**config.mk**
```make
export PLATFORM = sky130hd
export DESIGN_NAME = lag_meter
export DESIGN_NICKNAME = d
export VERILOG_FILES = /design/src/rtl/lag_meter_pkg.sv /design/src/rtl/lag_meter_sync.sv /design/src/rtl/lag_meter.sv
export SDC_FILE = /design/constraint.sdc
export NUM_CORES = 1
export LEC_CHECK = 0
export ABC_AREA = 1
export CORE_AREA = 2 2 78 98
export DETAILED_ROUTE_END_ITERATION = 7
export DIE_AREA = 0 0 80 100
export PLACE_DENSITY_LB_ADDON = 0.12
export SYNTH_ARGS = -nofsm -noshare
export SYNTH_HDL_FRONTEND = slang
export SYNTH_SLANG_ARGS = --single-unit
export TNS_END_PERCENT = 1
```
**constraint.sdc**
```tcl
create_clock -name clk_sys -period 2.29 [get_ports clk_sys]
set_clock_uncertainty 0.15 [all_clocks]
set_input_delay 0.458 -clock clk_sys [delete_from_list [all_inputs] [get_ports clk_sys]]
set_output_delay 0.458 -clock clk_sys [all_outputs]
set_load 0.1 [all_outputs]
```
**src/rtl/lag_meter_pkg.sv**
```systemverilog
`default_nettype none
// ============================================================================
//  Module      : lag_meter_pkg
//  Description : Shared types and constants for the lag_meter block.
//  Revision    : 1.0 - initial release
// ============================================================================
package lag_meter_pkg;

    // Depth of the per-channel metastability synchroniser.
    localparam int SYNC_DEPTH = 2;

    // Width of the per-channel statistics sample counter.
    localparam int STAT_CNT_W = 16;

    typedef enum logic [1:0] {
        ST_IDLE    = 2'd0,
        ST_MEASURE = 2'd1,
        ST_REPORT  = 2'd2
    } state_t;

endpackage
`default_nettype wire

```
**src/rtl/lag_meter_sync.sv**
```systemverilog
`default_nettype none
// ============================================================================
//  Module      : lag_meter_sync
//  Description : One sensor channel front end: polarity normalisation,
//                synchroniser and inactive-to-active edge detector.
//  Revision    : 1.0 - initial release
// ============================================================================
module lag_meter_sync
    import lag_meter_pkg::*;
#(
    parameter bit ACT_LOW = 1'b1
) (
    input  logic clk_sys,
    input  logic reset_n,
    input  logic sensor_raw,
    output logic rise
);

    // Normalised to active-high before synchronising so that the reset value
    // of the flops always means "inactive" and cannot fake an edge.
    logic                  active_raw;
    logic [SYNC_DEPTH-1:0] sync_q;
    logic                  prev_q;

    assign active_raw = ACT_LOW ? ~sensor_raw : sensor_raw;

    // Synchroniser chain plus one history flop for edge detection.
    always_ff @(posedge clk_sys or negedge reset_n) begin
        if (!reset_n) begin
            sync_q <= '0;
            prev_q <= 1'b0;
        end else begin
            sync_q <= {sync_q[SYNC_DEPTH-2:0], active_raw};
            prev_q <= sync_q[SYNC_DEPTH-1];
        end
    end

    assign rise = sync_q[SYNC_DEPTH-1] & ~prev_q;

endmodule
`default_nettype wire

```
**src/rtl/lag_meter.sv**
```systemverilog
`default_nettype none
// ============================================================================
//  Module      : lag_meter
//  Description : Measures per-channel latency from a start pulse to the first
//                active edge of each photosensor, with abort on timeout.
//                Optional macro LAG_METER_STATS_EN adds min/max/sum/count
//                statistics per channel with a clear_stats input.
//  Revision    : 1.0 - initial release
// ============================================================================
module lag_meter
    import lag_meter_pkg::*;
#(
    parameter int              CHANNELS       = 2,
    parameter int              CNT_W          = 24,
    parameter longint unsigned TIMEOUT        = (64'd1 << CNT_W) - 64'd1,
    parameter bit              SENSOR_ACT_LOW = 1'b1
) (
    input  logic                            clk_sys,
    input  logic                            reset_n,
    input  logic                            start,
    input  logic [CHANNELS-1:0]             sensor,
`ifdef LAG_METER_STATS_EN
    input  logic                            clear_stats,
    output logic [CHANNELS*CNT_W-1:0]       lat_min,
    output logic [CHANNELS*CNT_W-1:0]       lat_max,
    output logic [CHANNELS*(CNT_W+16)-1:0]  lat_sum,
    output logic [CHANNELS*16-1:0]          lat_cnt,
`endif
    output logic                            busy,
    output logic [CHANNELS-1:0]             done,
    output logic [CHANNELS-1:0]             timeout,
    output logic [CHANNELS*CNT_W-1:0]       latency
);

    localparam logic [CNT_W-1:0] TMO_VAL = TIMEOUT[CNT_W-1:0];

    state_t              state_q;
    state_t              state_d;
    logic [CNT_W-1:0]    counter_q;
    logic [CHANNELS-1:0] captured_q;
    logic [CHANNELS-1:0] rise;
    logic [CHANNELS-1:0] new_cap;
    logic                all_cap;
    logic                at_limit;

    generate
        for (genvar g = 0; g < CHANNELS; g++) begin : g_chan
            lag_meter_sync #(
                .ACT_LOW    (SENSOR_ACT_LOW)
            ) u_sync (
                .clk_sys    (clk_sys),
                .reset_n    (reset_n),
                .sensor_raw (sensor[g]),
                .rise       (rise[g])
            );
        end
    endgenerate

    // Only the first edge of an uncaptured channel during MEASURE counts.
    assign new_cap  = (state_q == ST_MEASURE) ? (rise & ~captured_q) : '0;
    // An edge arriving in the timeout cycle still counts as captured.
    assign all_cap  = &(captured_q | new_cap);
    assign at_limit = (counter_q == TMO_VAL);

    // State register.
    always_ff @(posedge clk_sys or negedge reset_n) begin
        if (!reset_n) begin
            state_q <= ST_IDLE;
        end else begin
            state_q <= state_d;
        end
    end

    // Next-state and pulse outputs; REPORT is a single-cycle state.
    always_comb begin
        state_d = state_q;
        busy    = 1'b0;
        done    = '0;
        timeout = '0;
        case (state_q)
            ST_IDLE: begin
                if (start) begin
                    state_d = ST_MEASURE;
                end
            end
            ST_MEASURE: begin
                busy = 1'b1;
                if (all_cap || at_limit) begin
                    state_d = ST_REPORT;
                end
            end
            ST_REPORT: begin
                busy    = 1'b1;
                done    = captured_q;
                timeout = ~captured_q;
                state_d = ST_IDLE;
            end
            default: begin
                state_d = ST_IDLE;
            end
        endcase
    end

    // Cycle counter: reads k in the k-th cycle after start, saturates at max.
    always_ff @(posedge clk_sys or negedge reset_n) begin
        if (!reset_n) begin
            counter_q <= '0;
        end else begin
            case (state_q)
                ST_IDLE:    counter_q <= start ? CNT_W'(1) : '0;
                ST_MEASURE: begin
                    if (counter_q != '1) begin
                        counter_q <= counter_q + CNT_W'(1);
                    end
                end
                default:    counter_q <= '0;
            endcase
        end
    end

    // Capture flags and latched latencies; results persist until overwritten.
    always_ff @(posedge clk_sys or negedge reset_n) begin
        if (!reset_n) begin
            captured_q <= '0;
            latency    <= '0;
        end else begin
            if (state_q == ST_IDLE && start) begin
                captured_q <= '0;
            end else begin
                captured_q <= captured_q | new_cap;
            end
            for (int i = 0; i < CHANNELS; i++) begin
                if (new_cap[i]) begin
                    latency[i*CNT_W +: CNT_W] <= counter_q;
                end
            end
        end
    end

`ifdef LAG_METER_STATS_EN
    localparam int SUM_W = CNT_W + 16;

    // Per-channel statistics, updated once per report; frozen at full count.
    always_ff @(posedge clk_sys or negedge reset_n) begin
        if (!reset_n) begin
            lat_min <= '1;
            lat_max <= '0;
            lat_sum <= '0;
            lat_cnt <= '0;
        end else if (clear_stats) begin
            lat_min <= '1;
            lat_max <= '0;
            lat_sum <= '0;
            lat_cnt <= '0;
        end else if (state_q == ST_REPORT) begin
            for (int i = 0; i < CHANNELS; i++) begin
                if (captured_q[i] && (lat_cnt[i*STAT_CNT_W +: STAT_CNT_W] != '1)) begin
                    if (latency[i*CNT_W +: CNT_W] < lat_min[i*CNT_W +: CNT_W]) begin
                        lat_min[i*CNT_W +: CNT_W] <= latency[i*CNT_W +: CNT_W];
                    end
                    if (latency[i*CNT_W +: CNT_W] > lat_max[i*CNT_W +: CNT_W]) begin
                        lat_max[i*CNT_W +: CNT_W] <= latency[i*CNT_W +: CNT_W];
                    end
                    lat_sum[i*SUM_W +: SUM_W] <= lat_sum[i*SUM_W +: SUM_W]
                                                 + SUM_W'(latency[i*CNT_W +: CNT_W]);
                    lat_cnt[i*STAT_CNT_W +: STAT_CNT_W] <= lat_cnt[i*STAT_CNT_W +: STAT_CNT_W]
                                                           + STAT_CNT_W'(1);
                end
            end
        end
    end
`endif

endmodule
`default_nettype wire

```
* After elaboration in Yosys (flattened, before gate mapping) *
Index checks and enable logic that the tools add are counted.

storage, ports and cells
  flip-flop bits (word level) = 82
  bits in latches = 0
  bits in writable memories = 0
  bits in read-only memories = 0
  bits of input ports = 5
  output and inout port bits = 53
  word-level logic and storage cells = 43
  memories kept = 0

operators by class
  add/subtract/negate cells = 1
  multipliers = 0
  div/mod/pow operators = 0
  order comparisons = 0
  eq/ne operators = 7
  shifts and indexed selects = 0
  mux-type cells = 11
  bitwise logic cells = 9
  reductions and logical operators = 6

operator list
  kind                                                                     number
  24-bit case mux with 2 select lines                                      1
  24-bit by 1-bit adder with 24-bit output, second input constant          1
  24-bit == test, second input constant                                    1
  24-bit 2-to-1 mux                                                        1
  24-bit inequality test, second input constant                            1
  2-bit 2-to-1 mux                                                         6
  2-bit by 1-bit inequality test with 1-bit output, second input constant  2
  1-bit NOT                                                                4
  2-bit case mux with 2 select lines                                       1
  2-bit AND reduction                                                      2
  1-bit AND                                                                2
  2-bit AND                                                                1
  2-bit by 1-bit == test with 1-bit output, second input constant          1
  2-bit == test, second input constant                                     1
  2-bit logical NOT                                                        1
  1-bit 2-to-1 mux                                                         2
  2-bit inequality test, second input constant                             1
  2-bit NOT                                                                1
  2-bit bitwise OR                                                         1
  2-bit OR reduction                                                       1
  1-bit logical AND                                                        1
  1-bit logical OR                                                         1

* Longest topological paths before layout *
  word-level depth = 9
  mapped depth = 11
  depth with buffers taken out = 11

* Modules after synthesis *
A second synthesis with hierarchy kept.

unflattened totals
  cells, all modules = 427
  area total of the unflattened synthesis = 3,638.5 µm²

by module, submodules not included
  module          instances  cells an instance  area each (µm²)  seq. area each (µm²)
  lag_meter       1          415                3,460.8          1,901.8
  lag_meter_sync  2          6                  88.8             75.1

* Worst setup path before layout *
OpenSTA, ideal clock, no wires.

  path type = register to output
  from = register state_q[0]
  to = output timeout[0]
  arrival = 1.952 ns
  data required time = 1.682 ns
  setup slack = -0.270 ns
  stages on the path, launching flop included = 5
  path buffers = 0
  cells stage by stage = dfrtp_1 -> inv_1 -> ha_1 -> inv_1 -> nor2_1

between the ends
  longest elaborated chain between the ends = 2

RTL lines
  element                 RTL line         text
  from (decl)             lag_meter.sv:37  state_t state_q;
  from (signal assigned)  lag_meter.sv:70  state_q <= state_d;
  2-bit == test           lag_meter.sv:80  case (state_q)
  2-bit 2-to-1 mux        lag_meter.sv:80
  to (decl)               lag_meter.sv:31  output logic [CHANNELS-1:0] timeout,

No other way between the ends.

* Worst setup path after layout *
  from = register state_q[0]
  to = output timeout[1]

Same word-level chain as after synthesis.

==> impl_metrics.yaml <==
die:
  row_count: 35
  fp.dieW_um: 80
  ioPinCount: 58
  die_y_um: 100
  die-area_sq_um: 8000
  initial_core_util: 0.5078
  core-area_sq_um: 7182
worst_setup_path:
  path_max_fanout: 3
  crit_type: "flop to output port"
  critPathArrivalTime_ps: 1530
  required_ps: 1680
  reg2reg_slack_ps: 240
  reg2reg_to: "counter_q[20]$_DFFE_PN0P_"
  worst_setup_path_end_kind: "output port"
  startpoint: "state_q[0]$_DFFE_PN0P_"
  rr_startpoint: "counter_q[0]$_DFFE_PN0P_"
  startpoint_type: "flop"
  ff2ff_path_depth: 8
power:
  max-vdd-ir-drop_mv: 0.9658
  p_sw_frac: 0.3823
  seqPwrFrac: 0.406
  switchingPower_mw: 1.534
  clkPwrFrac: 0.281
  p_int_mw: 2.478
  p_comb_frac: 0.313
  powerDensity_nw_per_um2: 897.8
  p_leak_nw: 2.190
clocking:
  h-tree-depth: 3
  tritoncts: "built"
  clock_sinks: 82
  clk_pin_slew_ps: 70
  cts-buffers-inserted: 9
  cts_buffer_depth: 2
  clock_latency_ps: 360
  root_buffer: "clkbuf_8"
logic_synthesis:
  ys_warn_count: 0
  synth_seq_cells: 82
  syn_area_per_cell_sq_um: 8.462
  seq_area_frac_synth: 0.5626
  netlist_area_sq_um: 3647
  synth_cell_types: 28
  netlist.area_leader.share: 0.5626
  syn_nets: 441
  synth_cells: 431
  yosysTopAreaCell: "dfrtp_1"
  yosys-top-cells-area: "dfrtp_1, nand2_1, o21ai_1"
grt:
  grt_pass1_vias: 2942
  grtUsageTotal: 0.2316
  grt_max_degree: 51
  grt_pass1_wl_mm: 14.20
  grt_overflow: 0
  grt_antenna_before_repair: 0
timing:
  fin_tns_setup_ps: 0
  slew_violations: 0
  post-route-period-util: 0.9316
  setup_viol: 0
  tightest_slew_ps: 765.0
  finalHoldViolations: 0
  min_period_ps: 2133
  whs_ps: 208.7
  rsz0062_at_grt: "false"
  relSlewSlack: 0.4893
  fmax_mhz: 468.7
detailed_routing:
  vias: 3077
  wl_per_cell_um: 14.60
  drc_errors: 0
  vias_per_cell: 5.224
  dr.pass1.iters: 5
  drt-total-wl_mm: 8.599
  drtIter0Drc: 215
  ant_nets: 0
run:
  maxCapViolCount: 0
cells_and_area:
  final_cell_mix: "nand2_1, dfrtp_1, buf_4"
  layout-drive-gt1-share: 0.1791
  final_common_cell: "nand2_1"
  num_antenna_cells: 0
  area_growth_pct: 22.54
  finalNetCount: 502
place:
  place_congestion: 0.9491
  io_buffers: 57
  dpl.hpwl_mm: 6.383
run_status:
  outcome: "completed"
hold_path:
  hp-start: "g_chan[1].u_sync.sync_q[0]$_DFF_PN0_"
  hold_end: "g_chan[1].u_sync.sync_q[1]$_DFF_PN0_"
  hp-class: "flop to flop"
  holdPathStages: 0
## flip-flops by register name (all words and copies together) (netlist names)
signal,flops
counter_q,24
latency,48
g_chan.u_sync.sync_q,4
captured_q,2
g_chan.u_sync.prev_q,2
state_q,2
## power groups by stage
stage	Clock, mW	Sequential [mW]	Combinational, mW
2_1_floorplan	0	1.89	0.637
3_3_place_gp	0	1.65	1.24
3_5_place_dp	0	1.65	1.26
4_1_cts	1.15	1.63	1.27
5_1_grt	1.21	1.64	1.34
6_report	1.13	1.63	1.26
## stage by stage
step | std cells | util | instance area [sq um] | power, mW | setup slack (ps)
2_1_floorplan | 431 | - | 3647 | 2.527 | -270.4
3_5_place_dp | 572 | 0.5916 | 4249 | 2.913 | 249.3
6_report | 589 | 0.6223 | 4469 | 4.013 | 156.7
3_3_place_gp | 572 | 0.5916 | 4249 | 2.889 | 337.6
4_1_cts | 589 | 0.6223 | 4469 | 4.042 | 130.8
5_1_grt | 589 | 0.6223 | 4469 | 4.190 | 66.06
## worst max-delay path: stages, from the launching register on
cell	delay, ps
dfrtp_1	410
inv_1	110
ha_1	200
inv_1	70
nor2_1	180
buf_12	210
## cells by family (layout without fill, tap and decap cells)
family          Yosys count  after routing  share of synthesized area
xor+xnor                  1              1                   0.002402
fa+ha+maj                 5              5                    0.01715
simple gates            211            211                     0.2477
flops                    82             82                     0.5626
compound gates           71             71                     0.1029
buf+inv                  61            127                    0.06724
## worst max-delay path by stage
stage                                           to  slack (ps)  cells after the start
after floorplan                         timeout[0]        -270                      4
after global placement    counter_q[7]$_DFFE_PN0P_         340                      8
after detailed placement  counter_q[7]$_DFFE_PN0P_         250                      8
after CTS                               timeout[1]         130                      5
after global routing                    timeout[1]          70                      5
final                                   timeout[1]         160                      5
## cell usage after synthesis
cell type,count
dfrtp_1,82
o21ai_1,35
nand3_2,2
buf_6,1
a21oi_1,2
nand2_2,1
nand3b_1,2
o21ai_2,1
inv_1,41
buf_1,1
nor2_1,33
nand2_4,1
nor2_4,1
nor2_2,2
clkbuf_1,5
nand2_1,133
o21ai_0,25
inv_2,6
a31oi_1,3
nor2_8,1
nand3_1,27
nor3_1,1
buf_2,7
nand4_1,7
ha_1,5
xor2_1,1
o21bai_1,1
o31ai_1,4
## cell type report
cell class / instances / area, sq um
fillers: 656 / 2713
flip-flops and latches: 82 / 2052
multi-input cells: 288 / 1350
repair buffers: 64 / 565.5
inverters: 47 / 176.4
clock buffers: 11 / 131.4
well taps: 92 / 115.1
clock inverters: 5 / 78.83
## metal layers
layer | part of all wire | global-route usage | vias up | wire (um)
li1 | - | - | 1504 | -
met1 | 0.43 | 0.2915 | 1465 | 3670
met2 | 0.50 | 0.3923 | 90 | 4302
met3 | 0.046 | 0.04317 | 18 | 396
met4 | 0.027 | 0.09387 | 0 | 230
met5 | 0 | 0 | - | 0
## what timing repair did
action	CTS	global route
setup buffers	0	0
hold endpoints to repair	32	0
hold buffers	1	0
resized for setup	0	0
Note: power is estimated with default switching activity, not from simulation.
